<file path="config.mk">
export PLATFORM = sky130hd
export DESIGN_NAME = spring_step_sequencer
export DESIGN_NICKNAME = d
export VERILOG_FILES = /design/src/rtl/spring_step_sequencer.sv
export SDC_FILE = /design/constraint.sdc
export NUM_CORES = 1
export LEC_CHECK = 0
export CAP_MARGIN = 40
export CORE_UTILIZATION = 50
export CTS_BUF_LIST = sky130_fd_sc_hd__clkbuf_16
export DETAILED_ROUTE_END_ITERATION = 8
export DONT_BUFFER_PORTS = 1
export PLACE_DENSITY = 0.74
export SYNTH_ARGS = -nofsm -noshare
export SYNTH_HDL_FRONTEND = slang
export SYNTH_SLANG_ARGS = --single-unit
</file>
<file path="constraint.sdc">
create_clock -name clk_in -period 7.3 [get_ports clk_in]
set_clock_uncertainty 0.15 [all_clocks]
set_input_delay 1.095 -clock clk_in [delete_from_list [all_inputs] [get_ports clk_in]]
set_output_delay 1.095 -clock clk_in [all_outputs]
set_load 0.05 [all_outputs]
</file>
<file path="src/rtl/spring_step_sequencer.sv">
// Frame-level substep scheduler for the spring-force engine: starts each substep,
// buffers the node force stream with gravity applied, and feeds the integrator.
module spring_step_sequencer #(
    parameter int NUM_NODES       = 8,
    parameter int FORCE_SIZE      = 32,
    parameter int STEPS_PER_FRAME = 4,
    parameter int TIMEOUT_CYCLES  = 4096
) (
    input  logic                             clk_in,
    input  logic                             rst_in,
    input  logic                             frame_tick_in,
    input  logic                             enable_in,
    input  logic signed [FORCE_SIZE-1:0]     gravity_in,
    output logic                             springs_start,
    input  logic signed [FORCE_SIZE-1:0]     springs_force_x,
    input  logic signed [FORCE_SIZE-1:0]     springs_force_y,
    input  logic                             springs_force_valid,
    input  logic                             springs_done,
    output logic                             int_valid,
    input  logic                             int_ready,
    output logic [$clog2(NUM_NODES)-1:0]     int_node,
    output logic signed [FORCE_SIZE-1:0]     int_force_x,
    output logic signed [FORCE_SIZE-1:0]     int_force_y,
    output logic                             busy,
    output logic [$clog2(STEPS_PER_FRAME):0] substep,
    output logic                             frame_done,
    output logic                             err_timeout,
    output logic                             err_count,
    output logic [7:0]                       overrun_count
);

    localparam int NODE_W = $clog2(NUM_NODES);
    localparam int IDX_W  = $clog2(NUM_NODES + 1);
    localparam int TCNT_W = $clog2(TIMEOUT_CYCLES + 1);
    localparam int SUB_W  = $clog2(STEPS_PER_FRAME) + 1;

    localparam logic [IDX_W-1:0]  IDX_FULL  = IDX_W'(NUM_NODES);
    localparam logic [NODE_W-1:0] LAST_NODE = NODE_W'(NUM_NODES - 1);
    localparam logic [TCNT_W-1:0] TCNT_LAST = TCNT_W'(TIMEOUT_CYCLES - 1);
    localparam logic [SUB_W-1:0]  SUB_LAST  = SUB_W'(STEPS_PER_FRAME - 1);

    localparam logic signed [FORCE_SIZE-1:0] F_MAX = {1'b0, {(FORCE_SIZE-1){1'b1}}};
    localparam logic signed [FORCE_SIZE-1:0] F_MIN = {1'b1, {(FORCE_SIZE-1){1'b0}}};

    typedef enum logic [1:0] {IDLE, COLLECT, INTEGRATE} state_t;

    state_t                       state;
    logic [IDX_W-1:0]             wr_idx;
    logic [TCNT_W-1:0]            tcnt;
    logic                         overflow;
    logic signed [FORCE_SIZE-1:0] fbuf_x [NUM_NODES];
    logic signed [FORCE_SIZE-1:0] fbuf_y [NUM_NODES];

    logic signed [FORCE_SIZE:0]   sum_y;
    logic signed [FORCE_SIZE-1:0] sat_y;
    logic                         write_en;
    logic                         beat_over;
    logic [IDX_W-1:0]             count_next;
    logic                         stream_ok;
    logic signed [FORCE_SIZE-1:0] first_x;
    logic signed [FORCE_SIZE-1:0] first_y;
    logic [NODE_W-1:0]            next_node;

    assign busy = (state != IDLE);

    // The final beat may coincide with springs_done, so the count check and the
    // first integrator word both look through the write happening this cycle.
    always_comb begin
        sum_y = {springs_force_y[FORCE_SIZE-1], springs_force_y}
              + {gravity_in[FORCE_SIZE-1], gravity_in};
        if (sum_y[FORCE_SIZE] != sum_y[FORCE_SIZE-1])
            sat_y = sum_y[FORCE_SIZE] ? F_MIN : F_MAX;
        else
            sat_y = sum_y[FORCE_SIZE-1:0];
        write_en   = (state == COLLECT) && springs_force_valid && (wr_idx != IDX_FULL);
        beat_over  = (state == COLLECT) && springs_force_valid && (wr_idx == IDX_FULL);
        count_next = wr_idx + IDX_W'(write_en);
        stream_ok  = !overflow && !beat_over && (count_next == IDX_FULL);
        first_x    = (write_en && wr_idx == '0) ? springs_force_x : fbuf_x[0];
        first_y    = (write_en && wr_idx == '0) ? sat_y : fbuf_y[0];
        next_node  = int_node + NODE_W'(1);
    end

    always_ff @(posedge clk_in) begin
        if (write_en) begin
            fbuf_x[wr_idx[NODE_W-1:0]] <= springs_force_x;
            fbuf_y[wr_idx[NODE_W-1:0]] <= sat_y;
        end
    end

    always_ff @(posedge clk_in or posedge rst_in) begin
        if (rst_in) begin
            state         <= IDLE;
            springs_start <= 1'b0;
            int_valid     <= 1'b0;
            int_node      <= '0;
            int_force_x   <= '0;
            int_force_y   <= '0;
            substep       <= '0;
            frame_done    <= 1'b0;
            err_timeout   <= 1'b0;
            err_count     <= 1'b0;
            overrun_count <= '0;
            wr_idx        <= '0;
            tcnt          <= '0;
            overflow      <= 1'b0;
        end else begin
            springs_start <= 1'b0;
            frame_done    <= 1'b0;
            if (frame_tick_in && enable_in && state != IDLE && overrun_count != 8'hFF)
                overrun_count <= overrun_count + 8'd1;

            case (state)
                IDLE: begin
                    if (frame_tick_in && enable_in) begin
                        state         <= COLLECT;
                        springs_start <= 1'b1;
                        substep       <= '0;
                        wr_idx        <= '0;
                        tcnt          <= '0;
                        overflow      <= 1'b0;
                    end
                end
                COLLECT: begin
                    tcnt <= tcnt + TCNT_W'(1);
                    if (write_en)
                        wr_idx <= wr_idx + IDX_W'(1);
                    if (beat_over) begin
                        err_count <= 1'b1;
                        overflow  <= 1'b1;
                    end
                    if (springs_done) begin
                        if (stream_ok) begin
                            state       <= INTEGRATE;
                            int_valid   <= 1'b1;
                            int_node    <= '0;
                            int_force_x <= first_x;
                            int_force_y <= first_y;
                        end else begin
                            err_count <= 1'b1;
                            state     <= IDLE;
                        end
                    end else if (tcnt == TCNT_LAST) begin
                        err_timeout <= 1'b1;
                        state       <= IDLE;
                    end
                end
                INTEGRATE: begin
                    if (int_valid && int_ready) begin
                        if (int_node == LAST_NODE) begin
                            int_valid <= 1'b0;
                            if (substep < SUB_LAST) begin
                                substep       <= substep + SUB_W'(1);
                                state         <= COLLECT;
                                springs_start <= 1'b1;
                                wr_idx        <= '0;
                                tcnt          <= '0;
                                overflow      <= 1'b0;
                            end else begin
                                frame_done <= 1'b1;
                                state      <= IDLE;
                            end
                        end else begin
                            int_node    <= next_node;
                            int_force_x <= fbuf_x[next_node];
                            int_force_y <= fbuf_y[next_node];
                        end
                    end
                end
                default: state <= IDLE;
            endcase
        end
    end

endmodule

</file>
==> flow_summary.rst <==
.. list-table::
   :header-rows: 1

   * - Metric
     - Value
   * - Average routed wire per standard cell
     - 24.0 um
   * - Post-synth top flop
     - sky130_fd_sc_hd__edfxtp_1
   * - First-pass GRT wire length
     - 88.1 mm
   * - Crit-path slowest cell
     - sky130_fd_sc_hd__a2111oi_0
   * - HPWL reported at the end of detailed placement
     - 34.2 mm
   * - Critical path buffer and inverter count
     - 1
   * - Crit-path leading delay family
     - compound AO/OA/AOI/OAI gates
   * - Worst Max-Slew Pin Slew
     - 0.825 ns
   * - Residual overflow from global routing
     - 0
   * - Startpoint class of the critical path
     - primary input
   * - Clock Path Buffers
     - 3
   * - Logic gate share of total power
     - 12.3%
   * - Largest fanout on the critical path
     - 8
   * - Switching part of the total power
     - 25.9%
   * - Clock slew seen by the registers of the worst setup and hold paths
     - 0.06 ns
   * - CTS buffer count
     - 59
   * - Min Clock Period, post-route
     - 4.14 ns
   * - Number of top-level pins
     - 187
   * - Part of the Yosys area used for sequential elements
     - 68.0%
   * - Worst rel slew slack
     - 44.5%
   * - Largest net degree at the start of global routing
     - 68
   * - Syn Area/Cell
     - 15.8 um2
   * - Status
     - completed
   * - Highest cell delay on the worst timing path
     - 0.70 ns
   * - Total count of hold-check failures in the final report
     - 0
   * - Worst reg2reg setup slack
     - 3.27 ns
   * - Setup TNS
     - 0 ns
   * - TritonCTS clock tree
     - built
   * - Via count of the first global-routing pass
     - 15200
   * - Cell taking the most area after synthesis
     - sky130_fd_sc_hd__edfxtp_1
   * - Number of buffers added for setup after CTS
     - 0
   * - Routed via count
     - 14600
   * - Mean number of vias per cell
     - 6.05
   * - Synth Net Count
     - 1822
   * - Area taken by flip-flops and latches
     - 18000 um2
   * - Period Utilization, post-route
     - 56.8%
   * - Max rail drop VDD
     - 206 uV
   * - Number of instances resized during post-cts repair
     - 0
   * - Fin. max-slew vios
     - 0
   * - Number of fill cells in the layout
     - 3948
   * - CTS sink count
     - 615
   * - Starting density of the core
     - 51.1%
   * - Top-area cell type share of the netlist area
     - 58.2%
   * - Library cells used by synthesis
     - 65
   * - Leakage power
     - 10.0 nW
   * - Synthesized cell area
     - 26400 um2
   * - Cell internal pwr
     - 0.00619 W
   * - Total routed wirelength
     - 57.8 mm
   * - Power share of the sequential group
     - 51.8%
   * - Number of optimization iterations in the first detailed-route pass
     - 5
   * - Total power per unit cell area
     - 285 nW/um2
   * - Placeable core region
     - 51700 um2
   * - Area Growth Syn to Fin
     - 11.0%
   * - Initial antenna violation count
     - 0
   * - Placer Congestion
     - 0.828
   * - Post-synthesis register bit count
     - 615
   * - Htree depth
     - 2
   * - Number of setup violations in the final report
     - 0
   * - Net count reported at finish
     - 1828
   * - Fraction of final layout cells sized beyond drive strength 1
     - 18.8%
   * - Chip Width
     - 232 um
   * - # rows
     - 83
   * - Die height
     - 232 um
   * - NetSw
     - 0.00216 W
   * - Critical path, cell by cell
     - ha_1, inv_1, fa_1, nand2b_1, a2111oi_2, nor2_1, a2111oi_0, nor3_1, a211oi_2, xnor2_1, o21ai_0
   * - Total Die Area
     - 53800 um2
   * - First DRT Iteration DRCs
     - 1121
   * - Count of buffers inserted at the top-level ports
     - 0
   * - DRT antenna net count
     - 0
   * - Number of max-cap violations
     - 0
   * - Clock latency of the later-clocked register in the worst-skew pair
     - 0.61 ns
   * - Count of hold buffers inserted by post-cts repair
     - 0
   * - Arrival time at the worst endpoint
     - 4.31 ns
   * - RSZ-0062 raised after global routing
     - no
   * - Required time reported for the critical path endpoint
     - 7.47 ns
   * - Remaining routing DRC violations
     - 0
   * - CTS root buf
     - sky130_fd_sc_hd__clkbuf_16
   * - Fraction of synthesis flops using an asynchronous set or reset pin
     - 16.7%
   * - Synth area leaders
     - sky130_fd_sc_hd__edfxtp_1 58%, sky130_fd_sc_hd__mux4_2 11%, sky130_fd_sc_hd__dfrtp_1 9.8%
   * - Number of warnings reported in the yosys synthesis log
     - 0
   * - Crit Path Category
     - primary input to register
   * - Number of flops mapped to enable cells by yosys
     - 512
   * - Global routing usage summed across all routing layers
     - 21.7%
   * - Part of the power in the clock network
     - 35.9%
   * - Power after layout
     - 0.00836 W
   * - Cells after synthesis
     - 1677
   * - Count of inserted antenna diode cells
     - 0
   * - Maximum achievable frequency
     - 241 MHz
   * - Critical Path End Type
     - register
   * - Class of the most critical hold timing path
     - primary input to async pin
   * - Area of the multi-input gates
     - 8110 um2
==> power by group through the flow <==
stage / registers, W / clock network [W] / logic [W]
2_1_floorplan: 0.00439 / 0 / 0.000689
3_3_place_gp: 0.00439 / 0 / 0.000985
3_5_place_dp: 0.00440 / 0 / 0.00103
4_1_cts: 0.00433 / 0.00304 / 0.00103
5_1_grt: 0.00435 / 0.00318 / 0.00113
6_report: 0.00433 / 0.00300 / 0.00103
==> state kept, by name, summed over array words and instances (netlist names) <==
| signal | flops |
|---|---|
| overrun_count | 8 |
| springs_start | 1 |
| int_force_x | 32 |
| overflow | 1 |
| fbuf_x | 256 |
| tcnt | 13 |
| wr_idx | 4 |
| err_timeout | 1 |
| int_valid | 1 |
| err_count | 1 |
| int_force_y | 32 |
| fbuf_y | 256 |
| frame_done | 1 |
| state | 2 |
| substep | 3 |
| int_node | 3 |
==> cells by family (layout without fill, tap and decap cells) <==
| logic type | after synthesis | count (layout) | share of synthesized area, % |
|---|---|---|---|
| flip-flops | 615 | 615 | 68.0 |
| AND/OR/NAND/NOR | 370 | 370 | 6.07 |
| adder cells (fa/ha/maj) | 42 | 42 | 2.02 |
| XOR/XNOR | 43 | 43 | 1.43 |
| AO/OA/AOI/OAI | 307 | 307 | 7.14 |
| buffers and inverters | 106 | 159 | 1.73 |
| multiplexers | 194 | 194 | 13.7 |
==> per-stage QoR <==
step | instance area (um2) | worst slack (ns) | hold WS, ns | cells | utilization (%)
detailed placement | 27400 | 2.62 | 0.314 | 2302 | 53.0
floorplan | 26400 | 0.523 | 0.296 | 1677 | -
finish | 29300 | 3.16 | 0.306 | 2410 | 56.7
CTS | 29300 | 3.22 | 0.312 | 2410 | 56.7
global placement | 27200 | 2.58 | 0.316 | 2293 | 52.5
global route | 29300 | 2.81 | 0.338 | 2410 | 56.7
==> cell type report <==
| class | instances | share of cell area [%] |
|---|---|---|
| timing repair buffer | 34 | 1.46 |
| inverter | 17 | 0.226 |
| tap | 680 | 2.90 |
| clock buffer | 60 | 5.12 |
| clock inverter | 48 | 1.39 |
| sequential | 615 | 61.2 |
| multi-input combinational | 956 | 27.7 |
==> worst register-to-register path, delay by kind of cell, from the launching register on <==
family          cells  cell delay, ns
flops               1            0.52
compound gates      3            0.86
buf+inv             4            1.00
fa+ha+maj           2            0.46
simple gates        6            0.78
xor+xnor            1            0.15
==> path summary, 6_finish.rpt <==
check / from / endpoint / cells after the start
min in group clk_in: tcnt[12] / tcnt[12] / 1
worst min-delay path: rst_in / overrun_count[6] / 1
worst max register to register: wr_idx[1] / int_node[0] / 16
max in group asynchronous: rst_in / int_node[0] / 2
worst min register to register: tcnt[12] / tcnt[12] / 1
worst max-delay path: gravity_in[0] / fbuf_y[1][26] / 11
==> synthesized netlist by cell type, types with 10 or more instances <==
master / instances
sky130_fd_sc_hd__nor2_1: 87
sky130_fd_sc_hd__a31oi_1: 35
sky130_fd_sc_hd__a21oi_1: 49
sky130_fd_sc_hd__edfxtp_1: 512
sky130_fd_sc_hd__mux4_2: 128
sky130_fd_sc_hd__mux2i_1: 31
sky130_fd_sc_hd__nand2_1: 177
sky130_fd_sc_hd__ha_1: 41
sky130_fd_sc_hd__xor2_1: 21
sky130_fd_sc_hd__a21o_1: 19
sky130_fd_sc_hd__xnor2_1: 22
sky130_fd_sc_hd__dfrtp_1: 103
sky130_fd_sc_hd__clkbuf_1: 57
sky130_fd_sc_hd__o21a_1: 12
sky130_fd_sc_hd__inv_1: 16
sky130_fd_sc_hd__a21oi_2: 12
sky130_fd_sc_hd__and3_1: 13
sky130_fd_sc_hd__o21ai_0: 135
sky130_fd_sc_hd__nand3_1: 45
sky130_fd_sc_hd__mux2_2: 33
sky130_fd_sc_hd__buf_2: 17
sky130_fd_sc_hd__buf_1: 10
==> per-layer routing <==
layer  GRT usage, %  share of wire (%)  vias up
met3           4.70                7.6       97
met5              0                  0        -
met4           5.92                2.2        0
li1               -                  -     6527
met2           37.3                 51      532
met1           27.9                 40     7430
==> cells in the final DEF, fill, tap and decap left out, drive strengths merged, types with 4 or more instances in the layout <==
cell type and instances:
mux2i 33, a21oi 61, edfxtp 512, xor2 21
nor2b 7, mux2 33, a211oi 8, bufinv 7
xnor2 22, o21a 13, buf 34, o21ai 138
nand4 7, o211ai 4, dfrtp 103, nor2 87
a21o 19, a211o 4, and3 14, nand3 45
nand2 177, o31ai 7, ha 41, inv 29
nor3 9, clkinv 29, mux4 128, clkbuf 60
nand2b 8, a31oi 35
(Power assumes the default switching activity.)
